`config.mk`:
```
export PLATFORM = sky130hd
export DESIGN_NAME = mem_wb_stage
export DESIGN_NICKNAME = d
export VERILOG_FILES = /design/src/rtl/riscv_pkg.sv /design/src/rtl/load_align.sv /design/src/rtl/mem_wb_stage.sv
export SDC_FILE = /design/constraint.sdc
export NUM_CORES = 1
export LEC_CHECK = 0
export CORE_MARGIN = 5
export CORE_UTILIZATION = 50
export CTS_BUF_LIST = sky130_fd_sc_hd__clkbuf_4
export DETAILED_ROUTE_END_ITERATION = 10
export DONT_BUFFER_PORTS = 1
export PLACE_DENSITY = 0.69
export SLEW_MARGIN = 5
export SYNTH_ARGS = -nofsm -noshare
export SYNTH_HDL_FRONTEND = slang
export SYNTH_HIERARCHICAL = 1
export SYNTH_SLANG_ARGS = --single-unit
```
`constraint.sdc`:
```
create_clock -name clk -period 4.3 [get_ports clk]
set_input_delay 0.43 -clock clk [delete_from_list [all_inputs] [get_ports clk]]
set_output_delay 0.43 -clock clk [all_outputs]
set_load 0.01 [all_outputs]
```
`src/rtl/riscv_pkg.sv`:
```
// Shared RISC-V core definitions: writeback select codes and load funct3 encodings.
package riscv_pkg;

   typedef enum logic [2:0] {
      WB_PC4   = 3'b000,
      WB_ALU   = 3'b001,
      WB_AUIPC = 3'b010,
      WB_MEM   = 3'b011,
      WB_LUI   = 3'b111
   } wb_sel_e;

   localparam logic [2:0] F3_LB  = 3'b000;
   localparam logic [2:0] F3_LH  = 3'b001;
   localparam logic [2:0] F3_LW  = 3'b010;
   localparam logic [2:0] F3_LBU = 3'b100;
   localparam logic [2:0] F3_LHU = 3'b101;

endpackage

```
`src/rtl/load_align.sv`:
```
// Combinational load aligner: picks the addressed byte/halfword lane, extends it,
// and flags accesses that do not sit on their natural boundary.
module load_align
   import riscv_pkg::*;
(
   input  logic [31:0] i_raw,
   input  logic [1:0]  i_off,
   input  logic [2:0]  i_funct3,
   output logic [31:0] o_data,
   output logic        o_misaligned
);

   logic [7:0]  w_byte;
   logic [15:0] w_half;

   always_comb begin
      case (i_off)
         2'd0:    w_byte = i_raw[7:0];
         2'd1:    w_byte = i_raw[15:8];
         2'd2:    w_byte = i_raw[23:16];
         default: w_byte = i_raw[31:24];
      endcase
      w_half = i_off[1] ? i_raw[31:16] : i_raw[15:0];
   end

   always_comb begin
      o_data       = i_raw;
      o_misaligned = 1'b0;
      case (i_funct3)
         F3_LB:  o_data = {{24{w_byte[7]}}, w_byte};
         F3_LBU: o_data = {24'h0, w_byte};
         F3_LH: begin
            o_data       = {{16{w_half[15]}}, w_half};
            o_misaligned = i_off[0];
         end
         F3_LHU: begin
            o_data       = {16'h0, w_half};
            o_misaligned = i_off[0];
         end
         F3_LW:  o_misaligned = (i_off != 2'd0);
         // Unknown load sizes return the raw word and are treated as faulting.
         default: o_misaligned = 1'b1;
      endcase
   end

endmodule

```
`src/rtl/mem_wb_stage.sv`:
```
// MEM/WB pipeline register: aligns load data at capture, qualifies the register
// write, honours stall/flush, and counts instructions retiring out of WB.
module mem_wb_stage
   import riscv_pkg::*;
#(
   parameter int unsigned XLEN  = 32,
   parameter int unsigned CNT_W = 32
) (
   input  logic             clk,
   input  logic             rst,
   input  logic             stall,
   input  logic             flush,
   input  logic             in_valid,
   input  logic [XLEN-1:0]  in_pc,
   input  logic [XLEN-1:0]  in_imm,
   input  logic [XLEN-1:0]  in_alu_out,
   input  logic [XLEN-1:0]  in_mem_rdata,
   input  logic [2:0]       in_funct3,
   input  logic [4:0]       in_rd,
   input  logic             in_reg_write,
   input  logic [2:0]       in_wb_sel,
   output logic             wb_valid,
   output logic [XLEN-1:0]  wb_pc,
   output logic [XLEN-1:0]  wb_imm,
   output logic [XLEN-1:0]  wb_alu_out,
   output logic [XLEN-1:0]  wb_mem_data,
   output logic [4:0]       wb_rd,
   output logic             wb_reg_write,
   output logic [2:0]       wb_sel,
   output logic             wb_load_misaligned,
   output logic [CNT_W-1:0] instret
);

   logic [31:0] w_align_data;
   logic        w_align_mis;
   logic        w_is_load;
   logic        w_mis;

   load_align u_load_align (
      .i_raw        (in_mem_rdata),
      .i_off        (in_alu_out[1:0]),
      .i_funct3     (in_funct3),
      .o_data       (w_align_data),
      .o_misaligned (w_align_mis)
   );

   assign w_is_load = (in_wb_sel == WB_MEM);
   assign w_mis     = in_valid & w_is_load & w_align_mis;

   logic             r_valid;
   logic [XLEN-1:0]  r_pc;
   logic [XLEN-1:0]  r_imm;
   logic [XLEN-1:0]  r_alu_out;
   logic [XLEN-1:0]  r_mem_data;
   logic [4:0]       r_rd;
   logic             r_reg_write;
   logic [2:0]       r_sel;
   logic             r_mis;
   logic [CNT_W-1:0] r_instret;

   always_ff @(posedge clk) begin
      if (rst || flush) begin
         r_valid     <= 1'b0;
         r_pc        <= '0;
         r_imm       <= '0;
         r_alu_out   <= '0;
         r_mem_data  <= '0;
         r_rd        <= '0;
         r_reg_write <= 1'b0;
         r_sel       <= '0;
         r_mis       <= 1'b0;
      end else if (!stall) begin
         r_valid     <= in_valid;
         r_pc        <= in_pc;
         r_imm       <= in_imm;
         r_alu_out   <= in_alu_out;
         r_mem_data  <= w_is_load ? w_align_data : in_mem_rdata;
         r_rd        <= in_rd;
         r_reg_write <= in_valid & in_reg_write & (in_rd != 5'd0) & ~w_mis;
         r_sel       <= in_wb_sel;
         r_mis       <= w_mis;
      end
   end

   // Counts the instruction leaving WB, so a stalled one is counted once; flush does not clear it.
   always_ff @(posedge clk) begin
      if (rst)
         r_instret <= '0;
      else if (r_valid && !stall)
         r_instret <= r_instret + CNT_W'(1);
   end

   assign wb_valid           = r_valid;
   assign wb_pc              = r_pc;
   assign wb_imm             = r_imm;
   assign wb_alu_out         = r_alu_out;
   assign wb_mem_data        = r_mem_data;
   assign wb_rd              = r_rd;
   assign wb_reg_write       = r_reg_write;
   assign wb_sel             = r_sel;
   assign wb_load_misaligned = r_mis;
   assign instret            = r_instret;

endmodule

```
**Word-level counts from Yosys, hierarchy flattened**

Index checks and enable logic that the tools add are counted.

- Register bits after elaboration: 171
- Output and inout bits: 171

- Add/subtract/negate cells: 1
- Equal/unequal tests: 7
- Muxes and demuxes: 5
- Bitwise operators: 6
- Reduce and logical (&&, ||, !) cells: 9

Operators by type and width:

| operator | number |
|---|---|
| $pmux 32 s4 | 1 |
| $add 32x1->32 const B | 1 |
| $mux 32 | 1 |
| $pmux 8 s3 | 1 |
| $mux 16 | 1 |
| $eq 3x2->1 const B | 2 |
| $eq 3x3->1 const B | 2 |
| $and 1x1->1 | 5 |
| $reduce_bool 5->1 | 1 |
| $reduce_or 2->1 | 2 |
| $eq 3x1->1 const B | 1 |
| $logic_not 3->1 | 1 |
| $pmux 1 s3 | 1 |
| $eq 2x1->1 const B | 1 |
| $eq 2x2->1 const B | 1 |
| $logic_not 2->1 | 1 |
| $reduce_bool 2->1 | 1 |
| $logic_and 1x1->1 | 1 |
| $logic_not 1->1 | 1 |
| $logic_or 1x1->1 | 1 |
| $not 1->1 | 1 |

**Depth between registers and ports, before layout**

- Depth after elaboration: 6
- Depth in mapped cells: 8

**Hierarchy**

The synthesis kept the hierarchy.

By module, submodules not included:

| module | times used | cells an instance | area an instance (sq um) | seq. area each (sq um) |
|---|---|---|---|---|
| mem_wb_stage | 1 | 670 | 6,780.3 | 3,423.3 |
| load_align | 1 | 97 | 793.3 | 0.0 |

**Least setup slack after synthesis**

Ideal clock, no wire load.

- Kind: input -> register
- From: input port in_alu_out[0]
- To: register r_mem_data[16], in the netlist wb_mem_data[16]
- Arrival time: 2.112 ns
- Data required time: 4.172 ns
- Setup slack: 2.060 ns
- Stages: 8
- Path through: buf_6 -> mux4_2 -> a221oi_4 -> buf_6 -> a21oi_1 -> mux2_2 -> mux2i_1 -> nor2_1

- Cells in the longest elaborated chain, start to end: 4

Ends and longest elaborated chain:

| element | RTL line | RTL |
|---|---|---|
| from (decl) | mem_wb_stage.sv:16 | `input logic [XLEN-1:0] in_alu_out,` |
| $eq 2x2->1, or another cell as far along | load_align.sv:17 | `case (i_off)` |
| $pmux 8 s3 * | load_align.sv:17 |  |
| $pmux 32 s4 * | load_align.sv:29 | `case (i_funct3)` |
| named net w_align_data[16] | mem_wb_stage.sv:34 | `logic [31:0] w_align_data;` |
| $mux 32 * | mem_wb_stage.sv:77 | `r_mem_data <= w_is_load ? w_align_data : in_mem_rdata;` |
| to (signal assigned) | mem_wb_stage.sv:77 |  |
| to (decl) | mem_wb_stage.sv:54 | `logic [XLEN-1:0] r_mem_data;` |

The timed path passes the listed nets; every way through them passes the cells marked *.
A chain may end at the register's enable or synchronous reset.

**Worst setup path in the final report**

- From: register r_instret[0], in the netlist instret[0]
- To: register r_instret[24], in the netlist instret[24]

- Cells in the longest elaborated chain, start to end: 1

Ends and longest elaborated chain:

| element | RTL line | RTL |
|---|---|---|
| from (decl) | mem_wb_stage.sv:59 | `logic [CNT_W-1:0] r_instret;` |
| from (signal assigned) | mem_wb_stage.sv:90 | `r_instret <= r_instret + CNT_W'(1);` |
| $add 32x1->32 | mem_wb_stage.sv:90 |  |

Every way passes these cells.

==> metrics.md <==
| Metric | Value |
|---|---|
| Synth Instances | `767` |
| Measured slew at the worst slew-check pin | `1.15 ns` |
| EDFF count, synth | `0` |
| HP Class | `in -> reg` |
| Initial antenna violation count | `2` |
| Maximum VDD drop | `about 220 uV` |
| Placed insts | `between 800 and 900` |
| FMAX | `approximately 0.45 GHz` |
| Detail Route Antenna Nets | `0` |
| RSZ-0062 raised after global routing | `false` |
| Crit path cell chain | `ha_1 -> and3b_1 -> nand3_1 -> or4_1 -> a21oi_1` |
| Overall power | `approximately 0.0030 W` |
| Max-slew headroom | `between 20% and 30%` |
| Layout area overhead | `19.1%` |
| Final #Nets | `just under 1,000` |
| Synthesized Nets | `slightly above 900` |
| Slew Limit Fails | `0` |
| Routed wire length | `24,600 um` |
| Ys Warns | `6` |
| Core area | `approximately 0.015 mm2` |
| Via density | `6.06` |
| Clk pin slew, worst setup/hold paths | `0.15 ns` |
| Clock skew | `between 0.03 and 0.04 ns` |
| Die Y-Extent | `133 um` |
| Leak Pwr | `3.71 nW` |
| Commonest non-fill, non-tap cell in the layout | `dfxtp_1` |
| Critical Path Fanout Max | `14` |
| Hold Crit Depth | `2` |
| CP Launch Type | `flop` |
| Initial Utilization | `50.4%` |
| CTS H-Tree Depth | `4` |
| Power density over the cells | `333 mW/mm2` |
| Syn Std Cell Area | `about 0.0076 mm2` |
| Clk sinks | `171` |
| Number of fill cells | `1,159` |
| Max incr delay on CP | `0.59 ns` |
| Max-Cap Viols | `0` |
| Non-filler instance count after layout | `roughly 1,000` |
| Fin crit share | `52.2%` |
| Fraction of layout cells with a size suffix above 1 | `between 10% and 20%` |
| Die span in x | `133 um` |
| Asr flop ratio synth | `0%` |
| Drt pass-1 iters | `5` |
| Status | `complete, no violations` |
| CTS root buffer | `clkbuf_4` |
| Reg2Reg Depth | `5` |
| Number of remaining DRC errors | `0` |
| IO Port Bufs | `0` |
| Iteration-0 DRC Markers | `419` |
| Crit end category | `flop` |
| DR WL/cell | `23.6 um` |
| Final Hold Viols | `0` |
| GRT overflow | `0` |
| # setup viols final | `0` |
| Top_reg_cell synth | `dfxtp_1` |
| Final core utilization | `60.0%` |
| Synth unique cells | `45` |
| DP Wirelength | `15,200 um` |
| Largest net degree at the start of global routing | `just under 100` |
| Std cell rows | `45` |
| Post_cts resized | `0` |
| Post-Syn Area per Cell | `9.87 um2` |
| Fin Setup TNS | `0 ns` |
| Data arrival, critical path | `around 2.7 ns` |
| CTS tree | `yes` |
| Vias post-DR | `between 6,000 and 7,000` |
| Gpl congestion | `~0.9` |
| Worst EP required | `approximately 4.8 ns` |
| Clock Power Share | `about a third` |
| Clock Path Buffers | `2` |
| Sequential share of power | `56.2%` |
| # IOs | `316` |
| Vias in the first global route | `6,273` |
| P_int | `between 0.002 and 0.0025 W` |
| Logic pwr share | `12.0%` |
| CTS buffer count | `17` |
| Yosys reg bits | `171` |
| Critical-path top delay cell | `or4_1` |
| Total GRT Usage | `between 20% and 30%` |
| DIE AREA | `about 0.018 mm2` |
| Min cycle time layout | `2.24 ns` |
| Most frequent cells in the layout | `dfxtp_1, nor2_1, mux2i_1` |
| CP Class | `reg -> reg` |
| First-pass GRT wire length | `around 37,000 um` |
| Psw | `0.000850 W` |
| Seq/Total Area, Yosys | `a little under half` |
| Worst-Skew Late Latency | `0.57 ns` |
| Sw frac | `28.2%` |
-- critical path: cells and delay by family, from the launching register on --
kind | cells | cell delay [ns]
compound gates | 1 | 0.15
fa+ha+maj | 1 | 0.19
flops | 1 | 0.50
simple gates | 3 | 1.32
-- power groups by stage --
stage | Clock, W | Sequential [W] | Combinational (W)
after floorplan | 0 | 0.00170 | 0.000239
after global placement | 0 | 0.00172 | 0.000218
after detailed placement | 0 | 0.00172 | 0.000230
after CTS | 0.000974 | 0.00169 | 0.000351
after global routing | 0.00104 | 0.00169 | 0.000389
final | 0.000956 | 0.00169 | 0.000361
-- synth_stat cells, types with 2 or more instances --
cell type    n  area (um2)
nand4_1      7        43.8
xor2_1       6        52.6
and3b_1      3        26.3
mux2_2      34         383
or3_1        2        12.5
mux2i_1    137        1370
nor2_1     157         589
mux4_1       7         184
and4_4       2        22.5
inv_1       20        75.1
o21ai_0      2        10.0
a221o_2      9         101
dfxtp_1    171        3420
a32oi_1      2        17.5
xnor2_1      4        35.0
nor2b_1      6        37.5
buf_2        6        30.0
clkbuf_1    37         139
o31ai_1     18         135
buf_6        3        33.8
nand2_1      9        33.8
nand3_1     12        60.1
a21oi_1     40         200
or4_1       18         135
buf_1       12        45.0
a22o_1       4        35.0
and2_1       2        12.5
and4_1       3        26.3
and3_1      12        75.1
a221o_1      7        70.1
-- final timing paths --
check | start | endpoint | slack [ns]
min reg2reg | instret[29]$_SDFFE_PP0P_ | instret[29]$_SDFFE_PP0P_ | 0.55
max reg2reg | instret[0]$_SDFFE_PP0P_ | instret[24]$_SDFFE_PP0P_ | 2.06
min | stall | wb_imm[22]$_SDFFE_PP0N_ | 0.07
max | instret[0]$_SDFFE_PP0P_ | instret[24]$_SDFFE_PP0P_ | 2.06
-- layout make-up --
class	instances	area, um2	area share (%)
multi-input combinational	515	3810	42.3
sequential	171	3420	37.9
timing repair buffer	115	1170	13.0
tap	188	235	2.61
clock inverter	13	150	1.66
clock buffer	19	143	1.58
inverter	21	78.8	0.874
antenna	2	5.00	0.0555
-- per-stage QoR --
| step | hold WS, ns | area (um2) | setup slack (ns) |
|---|---|---|---|
| after floorplan | 0.504 | 7570 | 2.06 |
| after global placement | 0.503 | 7570 | 1.95 |
| after detailed placement | 0.505 | 7570 | 1.86 |
| after CTS | 0.00115 | 9020 | 2.05 |
| after global routing | 0.0358 | 9020 | 1.81 |
| final | 0.0733 | 9020 | 2.06 |
-- flip-flops by register name, summed over array words and instances (netlist names), 3 cells and up --
signal / count
instret: 32
wb_alu_out: 32
wb_imm: 32
wb_mem_data: 32
wb_pc: 32
wb_rd: 5
wb_sel: 3
-- logic make-up (layout without fill, tap and decap cells) --
kind of cell             Yosys count  after routing  synth area share (%)
XOR/XNOR                          10             10                  1.16
adder cells (fa/ha/maj)            1              1                 0.165
buffers and inverters             81            168                  4.48
other                              0              2                     0
AND/OR/NAND/NOR                  238            238                  14.8
flip-flops                       171            171                  45.2
multiplexers                     179            179                  25.9
AO/OA/AOI/OAI                     87             87                  8.28
-- routing by layer --
layer | share of wire (%) | GRT usage (%) | routed length [um] | up-vias
met4 | 3.9 | 10.8 | 966 | 2
met5 | 0.053 | 0 | 13 | -
met2 | 50 | 45.2 | 12300 | 344
met3 | 8.9 | 8.78 | 2190 | 66
li1 | - | - | - | 2873
met1 | 37 | 30.7 | 9170 | 3037
-- timing repair --
action,in CTS,in global routing
hold buffers,113,0
setup buffers,0,0
endpoints found under the hold margin,138,0
Note: power is estimated with default switching activity, not from simulation.
